[src/rtl/carfield_regbus_pkg.sv]
// Shared definitions for the Carfield regbus response demux: target windows,
// error read-data constants, address-rule type and FSM state encoding.
package carfield_regbus_pkg;

   localparam int unsigned NumTgt  = 4;
   localparam int unsigned TgtIdxW = 2;

   localparam logic [63:0] WinSize   = 64'h0000_0000_0000_1000;
   localparam logic [63:0] PcrsBase  = 64'h0000_0000_2001_0000;
   localparam logic [63:0] PllBase   = 64'h0000_0000_2002_0000;
   localparam logic [63:0] PadBase   = 64'h0000_0000_200A_0000;
   localparam logic [63:0] L2EccBase = 64'h0000_0000_200B_0000;

   localparam logic [31:0] ErrDecodeRdata  = 32'hBADC_AB1E;
   localparam logic [31:0] ErrTimeoutRdata = 32'hDEAD_BEEF;

   typedef struct packed {
      logic [TgtIdxW-1:0] idx;
      logic [63:0]        start_addr;
      logic [63:0]        end_addr;
   } addr_rule_t;

   localparam addr_rule_t [NumTgt-1:0] AddrMap = '{
      0: '{idx: 2'd0, start_addr: PcrsBase,  end_addr: PcrsBase  + WinSize},
      1: '{idx: 2'd1, start_addr: PllBase,   end_addr: PllBase   + WinSize},
      2: '{idx: 2'd2, start_addr: PadBase,   end_addr: PadBase   + WinSize},
      3: '{idx: 2'd3, start_addr: L2EccBase, end_addr: L2EccBase + WinSize}
   };

   typedef enum logic [1:0] {
      ST_IDLE,
      ST_FWD,
      ST_WAIT,
      ST_RSP
   } state_e;

endpackage

[src/rtl/carfield_regbus_addr_decode.sv]
// Combinational window decode: hit only for an enabled window and a word-aligned address.
module carfield_regbus_addr_decode
   import carfield_regbus_pkg::*;
(
   input  logic [63:0]         addr,
   input  logic [NumTgt-1:0]   enable,
   output logic                hit,
   output logic [TgtIdxW-1:0]  idx
);

   always_comb begin
      hit = 1'b0;
      idx = '0;
      if (addr[1:0] == 2'b00) begin
         for (int i = 0; i < NumTgt; i++) begin
            if (enable[i] && (addr >= AddrMap[i].start_addr) && (addr < AddrMap[i].end_addr)) begin
               hit = 1'b1;
               idx = AddrMap[i].idx;
            end
         end
      end
   end

endmodule

[src/rtl/carfield_regbus_demux_resp.sv]
// Single-outstanding regbus demux to four config targets with decode-miss and
// timeout error responses and a saturating error counter.
module carfield_regbus_demux_resp
   import carfield_regbus_pkg::*;
#(
   parameter bit          PllCfgEnable      = 1'b1,
   parameter bit          PadframeCfgEnable = 1'b1,
   parameter bit          L2EccCfgEnable    = 1'b1,
   parameter int unsigned TimeoutCycles     = 255
) (
   input  logic                 clk_i,
   input  logic                 rst_i,
   input  logic                 req_valid_i,
   output logic                 req_ready_o,
   input  logic [63:0]          req_addr_i,
   input  logic                 req_write_i,
   input  logic [31:0]          req_wdata_i,
   input  logic [3:0]           req_wstrb_i,
   output logic                 rsp_valid_o,
   input  logic                 rsp_ready_i,
   output logic [31:0]          rsp_rdata_o,
   output logic                 rsp_error_o,
   output logic [NumTgt-1:0]    tgt_req_valid_o,
   input  logic [NumTgt-1:0]    tgt_req_ready_i,
   output logic [11:0]          tgt_addr_o,
   output logic                 tgt_write_o,
   output logic [31:0]          tgt_wdata_o,
   output logic [3:0]           tgt_wstrb_o,
   input  logic [NumTgt-1:0]    tgt_rsp_valid_i,
   input  logic [NumTgt*32-1:0] tgt_rsp_rdata_i,
   input  logic [NumTgt-1:0]    tgt_rsp_error_i,
   output logic [15:0]          err_cnt_o
);

   localparam logic [15:0] TimeoutLast = 16'(TimeoutCycles - 1);

   state_e              state_q, state_d;
   logic [11:0]         addr_q;
   logic                write_q;
   logic [31:0]         wdata_q;
   logic [3:0]          wstrb_q;
   logic [TgtIdxW-1:0]  idx_q;
   logic [15:0]         cnt_q;
   logic [31:0]         rdata_q;
   logic                err_q;
   logic [15:0]         err_cnt_q;

   logic                dec_hit;
   logic [TgtIdxW-1:0]  dec_idx;
   logic                accept, timeout, rsp_take, rsp_done;

   carfield_regbus_addr_decode i_decode (
      .addr   (req_addr_i),
      .enable ({L2EccCfgEnable, PadframeCfgEnable, PllCfgEnable, 1'b1}),
      .hit    (dec_hit),
      .idx    (dec_idx)
   );

   assign accept   = (state_q == ST_IDLE) && req_valid_i;
   assign timeout  = ((state_q == ST_FWD) || (state_q == ST_WAIT)) && (cnt_q == TimeoutLast);
   // Only the selected target's response is looked at; others are ignored.
   assign rsp_take = (state_q == ST_WAIT) && tgt_rsp_valid_i[idx_q];
   assign rsp_done = (state_q == ST_RSP) && rsp_ready_i;

   always_comb begin
      state_d = state_q;
      unique case (state_q)
         ST_IDLE: if (req_valid_i) state_d = dec_hit ? ST_FWD : ST_RSP;
         ST_FWD: begin
            if (timeout)                         state_d = ST_RSP;
            else if (tgt_req_ready_i[idx_q])     state_d = ST_WAIT;
         end
         ST_WAIT: if (rsp_take || timeout) state_d = ST_RSP;
         ST_RSP:  if (rsp_ready_i)        state_d = ST_IDLE;
         default: state_d = ST_IDLE;
      endcase
   end

   always_ff @(posedge clk_i) begin
      if (rst_i) begin
         state_q   <= ST_IDLE;
         addr_q    <= '0;
         write_q   <= 1'b0;
         wdata_q   <= '0;
         wstrb_q   <= '0;
         idx_q     <= '0;
         cnt_q     <= '0;
         rdata_q   <= '0;
         err_q     <= 1'b0;
         err_cnt_q <= '0;
      end else begin
         state_q <= state_d;
         if (accept) begin
            addr_q  <= req_addr_i[11:0];
            write_q <= req_write_i;
            wdata_q <= req_wdata_i;
            wstrb_q <= req_wstrb_i;
            idx_q   <= dec_idx;
            cnt_q   <= '0;
            rdata_q <= dec_hit ? 32'h0 : ErrDecodeRdata;
            err_q   <= ~dec_hit;
         end
         if ((state_q == ST_FWD) || (state_q == ST_WAIT)) cnt_q <= cnt_q + 16'd1;
         // A target response in the expiry cycle takes priority over the timeout.
         if (rsp_take) begin
            rdata_q <= tgt_rsp_rdata_i[{idx_q, 5'b0} +: 32];
            err_q   <= tgt_rsp_error_i[idx_q];
         end else if (timeout) begin
            rdata_q <= ErrTimeoutRdata;
            err_q   <= 1'b1;
         end
         if (rsp_done && err_q && (err_cnt_q != 16'hFFFF)) err_cnt_q <= err_cnt_q + 16'd1;
      end
   end

   assign req_ready_o     = (state_q == ST_IDLE);
   assign rsp_valid_o     = (state_q == ST_RSP);
   assign rsp_rdata_o     = (state_q == ST_RSP) ? rdata_q : 32'h0;
   assign rsp_error_o     = (state_q == ST_RSP) && err_q;
   assign tgt_req_valid_o = (state_q == ST_FWD) ? (NumTgt'(1) << idx_q) : '0;
   assign tgt_addr_o      = addr_q;
   assign tgt_write_o     = write_q;
   assign tgt_wdata_o     = wdata_q;
   assign tgt_wstrb_o     = wstrb_q;
   assign err_cnt_o       = err_cnt_q;

endmodule
[config.mk]
export PLATFORM = sky130hd
export DESIGN_NAME = carfield_regbus_demux_resp
export DESIGN_NICKNAME = d
export VERILOG_FILES = /design/src/rtl/carfield_regbus_pkg.sv /design/src/rtl/carfield_regbus_addr_decode.sv /design/src/rtl/carfield_regbus_demux_resp.sv
export SDC_FILE = /design/constraint.sdc
export NUM_CORES = 1
export LEC_CHECK = 0
export CORE_MARGIN = 3
export CORE_UTILIZATION = 30
export CTS_CLUSTER_DIAMETER = 200
export DETAILED_ROUTE_END_ITERATION = 8
export GPL_ROUTABILITY_DRIVEN = 0
export GPL_TIMING_DRIVEN = 0
export PLACE_DENSITY = 0.76
export SLEW_MARGIN = 20
export SYNTH_ARGS = -nofsm -noshare
export SYNTH_HDL_FRONTEND = slang
export SYNTH_SLANG_ARGS = --single-unit
[constraint.sdc]
create_clock -name clk_i -period 3.9 [get_ports clk_i]
set_input_delay 1.17 -clock clk_i [delete_from_list [all_inputs] [get_ports clk_i]]
set_output_delay 1.17 -clock clk_i [all_outputs]
set_load 0.01 [all_outputs]
==> summary.txt <==
Clocking
  – Clock sink count: 118
  – Worst-Skew Late Latency: 410 ps
  – Clock root buffer: clkbuf_16
  – H-tree Lvls: 4
  – CTS clk-pin slew, worst paths: 60 ps
  – CTS tree: yes
  – Total CTS buffers: 17
  – CTS Buffer Depth: 2

Die
  – Ports: 349
  – Overall die height: 149.1 um
  – Die ar.: 22240 um^2
  – FP Rows: 51
  – Width of the die: 149.1 um
  – Initial core utilization: 31.08%
  – Core Box Area: 19780 um^2

STA
  – Slew Limit Fails: 0
  – Final min period: 3569 ps
  – Setup Viol. Count Final: 0
  – Fin Clk Skew: 9.586 ps
  – F_max: 280.2 MHz
  – Final hold violations: 0
  – Max-Slew Margin vs Limit: 44.19%
  – Slew @ Worst Pin: 837.2 ps
  – Final period util: 91.52%
  – Total negative slack: 0 ps
  – RSZ-0062 raised after global routing: false
  – Final hold slack: 452.0 ps
  – Final worst slack: 330.8 ps

Synthesis
  – #FFs+latches synth: 118
  – Syn_area_per_cell: 8.658 um^2
  – Number of flops mapped to enable cells by yosys: 0
  – Register area share after synthesis: 38.43%
  – Yosys top cell area share: 38.43%
  – Prevailing post-synth register cell: dfxtp_1
  – Synth Net Count: 962
  – Post-Syn Instances: 710
  – Fraction of registers with async set/reset: 0%
  – Count of cell types in the netlist: 62
  – Synth warnings: 0
  – Synth top cells by count: nand2_1 (128), dfxtp_1 (118), a21oi_1 (82), nor2_1 (70), and2_1 (38)
  – Top-count cell post-synth: nand2_1
  – Top cells by area, synth: dfxtp_1 (38%), mux4_2 (12%), nand2_1 (7.8%)
  – Mapped Area: 6147 um^2
  – Yosys top cell by area: dfxtp_1

Power and ir drop
  – Pleak: 0.003654 uW
  – Overall power: 4679 uW
  – Pwr dens: 441.7 nW/um^2
  – VDD IR-drop max: 286.4 uV

Routing
  – Iter 0 DRT Violations: 308
  – DRC Markers: 0
  – Final WL: 25060 um
  – Vias: 6880
  – Routed len/inst: 18.50 um
  – Antenna Nets Post-Route: 0
  – Via density: 5.077
  – Initial DRT Pass Iterations: 4

Job
  – Maxcap violations: 0

Critical path
  – CP Capture Type: primary output
  – Crit-path slowest cell: buf_1
  – Reg-to-reg slack, setup: 1480 ps
  – CP startpoint kind: register
  – Crit Path Class: register to primary output
  – CP Cell Sequence: buf_1 > and3_1 > clkdlybuf4s50_1
  – Worst EP required: 2730 ps
  – CP max stage delay: 680 ps
  – Worst EP arrival: 2400 ps
  – Worst Path Max Fanout: 10

Run status
  – Status: completed

Cells and area
  – Proportion of layout cells with a drive suffix above 1: 8.540%
  – Final nets: 1328
  – Fill cells: 1867
  – Final non-filler cell total: 1355
  – Area Overhead vs Synth: 72.32%

Global routing
  – Vias in the first global route: 6793
  – Antenna violations before repair: 1
  – Global Route Usage Sum: 21.98%
  – First-pass GRT wire length: 37570 um
  – Pin count of the biggest net entering global routing: 20
  – Grt ovf: 0

Placed design
  – Post-Place Cells: 1323
  – Buffers added on ports: 348
  – DP HPWL: 20410 um
  – Pre-CTS setup slack: 273.5 ps

Worst hold path
  – Hold Path Class: register to register
==> final cells by class <==
class	count	area, um^2	share of cell area, %
multi-input cells	537	3542	33.44
repair buffers	348	3483	32.88
flip-flops and latches	118	2362	22.30
clock buffers	17	425.4	4.016
well taps	265	331.6	3.130
plain buffers	48	216.5	2.043
clock inverters	15	206.4	1.949
inverters	6	22.52	0.2126
diodes	1	2.502	0.02362
==> layout by cell type, fill, tap and decap left out, types with 4 or more instances in the layout <==
cell type        Yosys  final
nand2b_1             6      6
bufinv_16            0      4
nor2_1              70     70
clkinv_4             0      5
and4_1               4      4
and3_1               7      7
nor4_1              31     31
nand4_1             12     12
nand2_1            128    128
clkinvlp_4           0      5
dfxtp_1            118    118
mux4_2              34     34
clkbuf_1            32     32
xnor2_1              5      5
mux2i_1              4      4
buf_2                7      7
and2_1              38     38
a21oi_1             82     82
o31ai_1              6      6
buf_1                6      5
mux2_2               6      6
or4_1                4      4
o41ai_1              6      6
or3_1                5      5
o21ai_0              4      4
inv_1                6      6
nor3_1              19     19
clkdlybuf4s50_1      0    348
ha_1                 7      7
nand3_1             13     13
clkbuf_16            0     17
==> routing by layer <==
| layer | up-vias | wire [um] | GRT usage (%) |
|---|---|---|---|
| li1 | 3309 | - | - |
| met1 | 3278 | 9971 | 26.30 |
| met2 | 260 | 12910 | 38.67 |
| met3 | 33 | 1634 | 5.469 |
| met4 | 0 | 548 | 7.140 |
| met5 | - | 0 | 0 |
==> flip-flops by register name, summed over array words and instances, names as in the netlist <==
signal and cells:
rdata_q 32, cnt_q 16, tgt_wdata_o 32, idx_q 2, err_q 1, tgt_wstrb_o 4
tgt_addr_o 12, state_q 2, tgt_write_o 1, err_cnt_o 16
==> worst max-delay path: cells and delay by family (launching register included) <==
kind / cells / cell delay (ps)
buf+inv: 2 / 1240
flops: 1 / 490
simple gates: 1 / 270
==> through the flow <==
| stage | util, % | cell area [um^2] |
|---|---|---|
| after global placement | 50.36 | 9962 |
| after floorplan | - | 6147 |
| after global routing | 53.55 | 10590 |
| after detailed placement | 50.36 | 9962 |
| after CTS | 53.54 | 10590 |
| final | 53.55 | 10590 |
==> repair_timing <==
item                       in CTS  in global routing
setup endpoints to repair       2                  0
hold buffers                    0                  0
buffers inserted                0                  0
gates resized for setup         0                  0
==> kinds of logic (layout without fill, tap and decap cells) <==
| group | Yosys count | count (layout) | share of synthesized area, % |
|---|---|---|---|
| AO/OA/AOI/OAI | 124 | 124 | 12.33 |
| XOR/XNOR | 8 | 8 | 1.140 |
| AND/OR/NAND/NOR | 354 | 354 | 28.52 |
| other | 0 | 1 | 0 |
| buffers and inverters | 55 | 434 | 3.949 |
| flip-flops | 118 | 118 | 38.43 |
| multiplexers | 44 | 44 | 14.21 |
| adder cells (fa/ha/maj) | 7 | 7 | 1.425 |
==> power breakdown <==
group	leakage, uW	switching (uW)	internal [uW]
registers	0.000964	110	1410
clock network	0.000291	597	1070
logic	0.00240	778	716
total	0.00365	1490	3190
==> worst paths after layout <==
path                 start            endpoint  cells past startpoint
max               idx_q[0]  tgt_req_valid_o[3]                      3
min          tgt_addr_o[4]       tgt_addr_o[4]                      2
max reg2reg     state_q[1]     tgt_wdata_o[11]                      7
min reg2reg  tgt_addr_o[4]       tgt_addr_o[4]                      2
(Power assumes the default switching activity.)
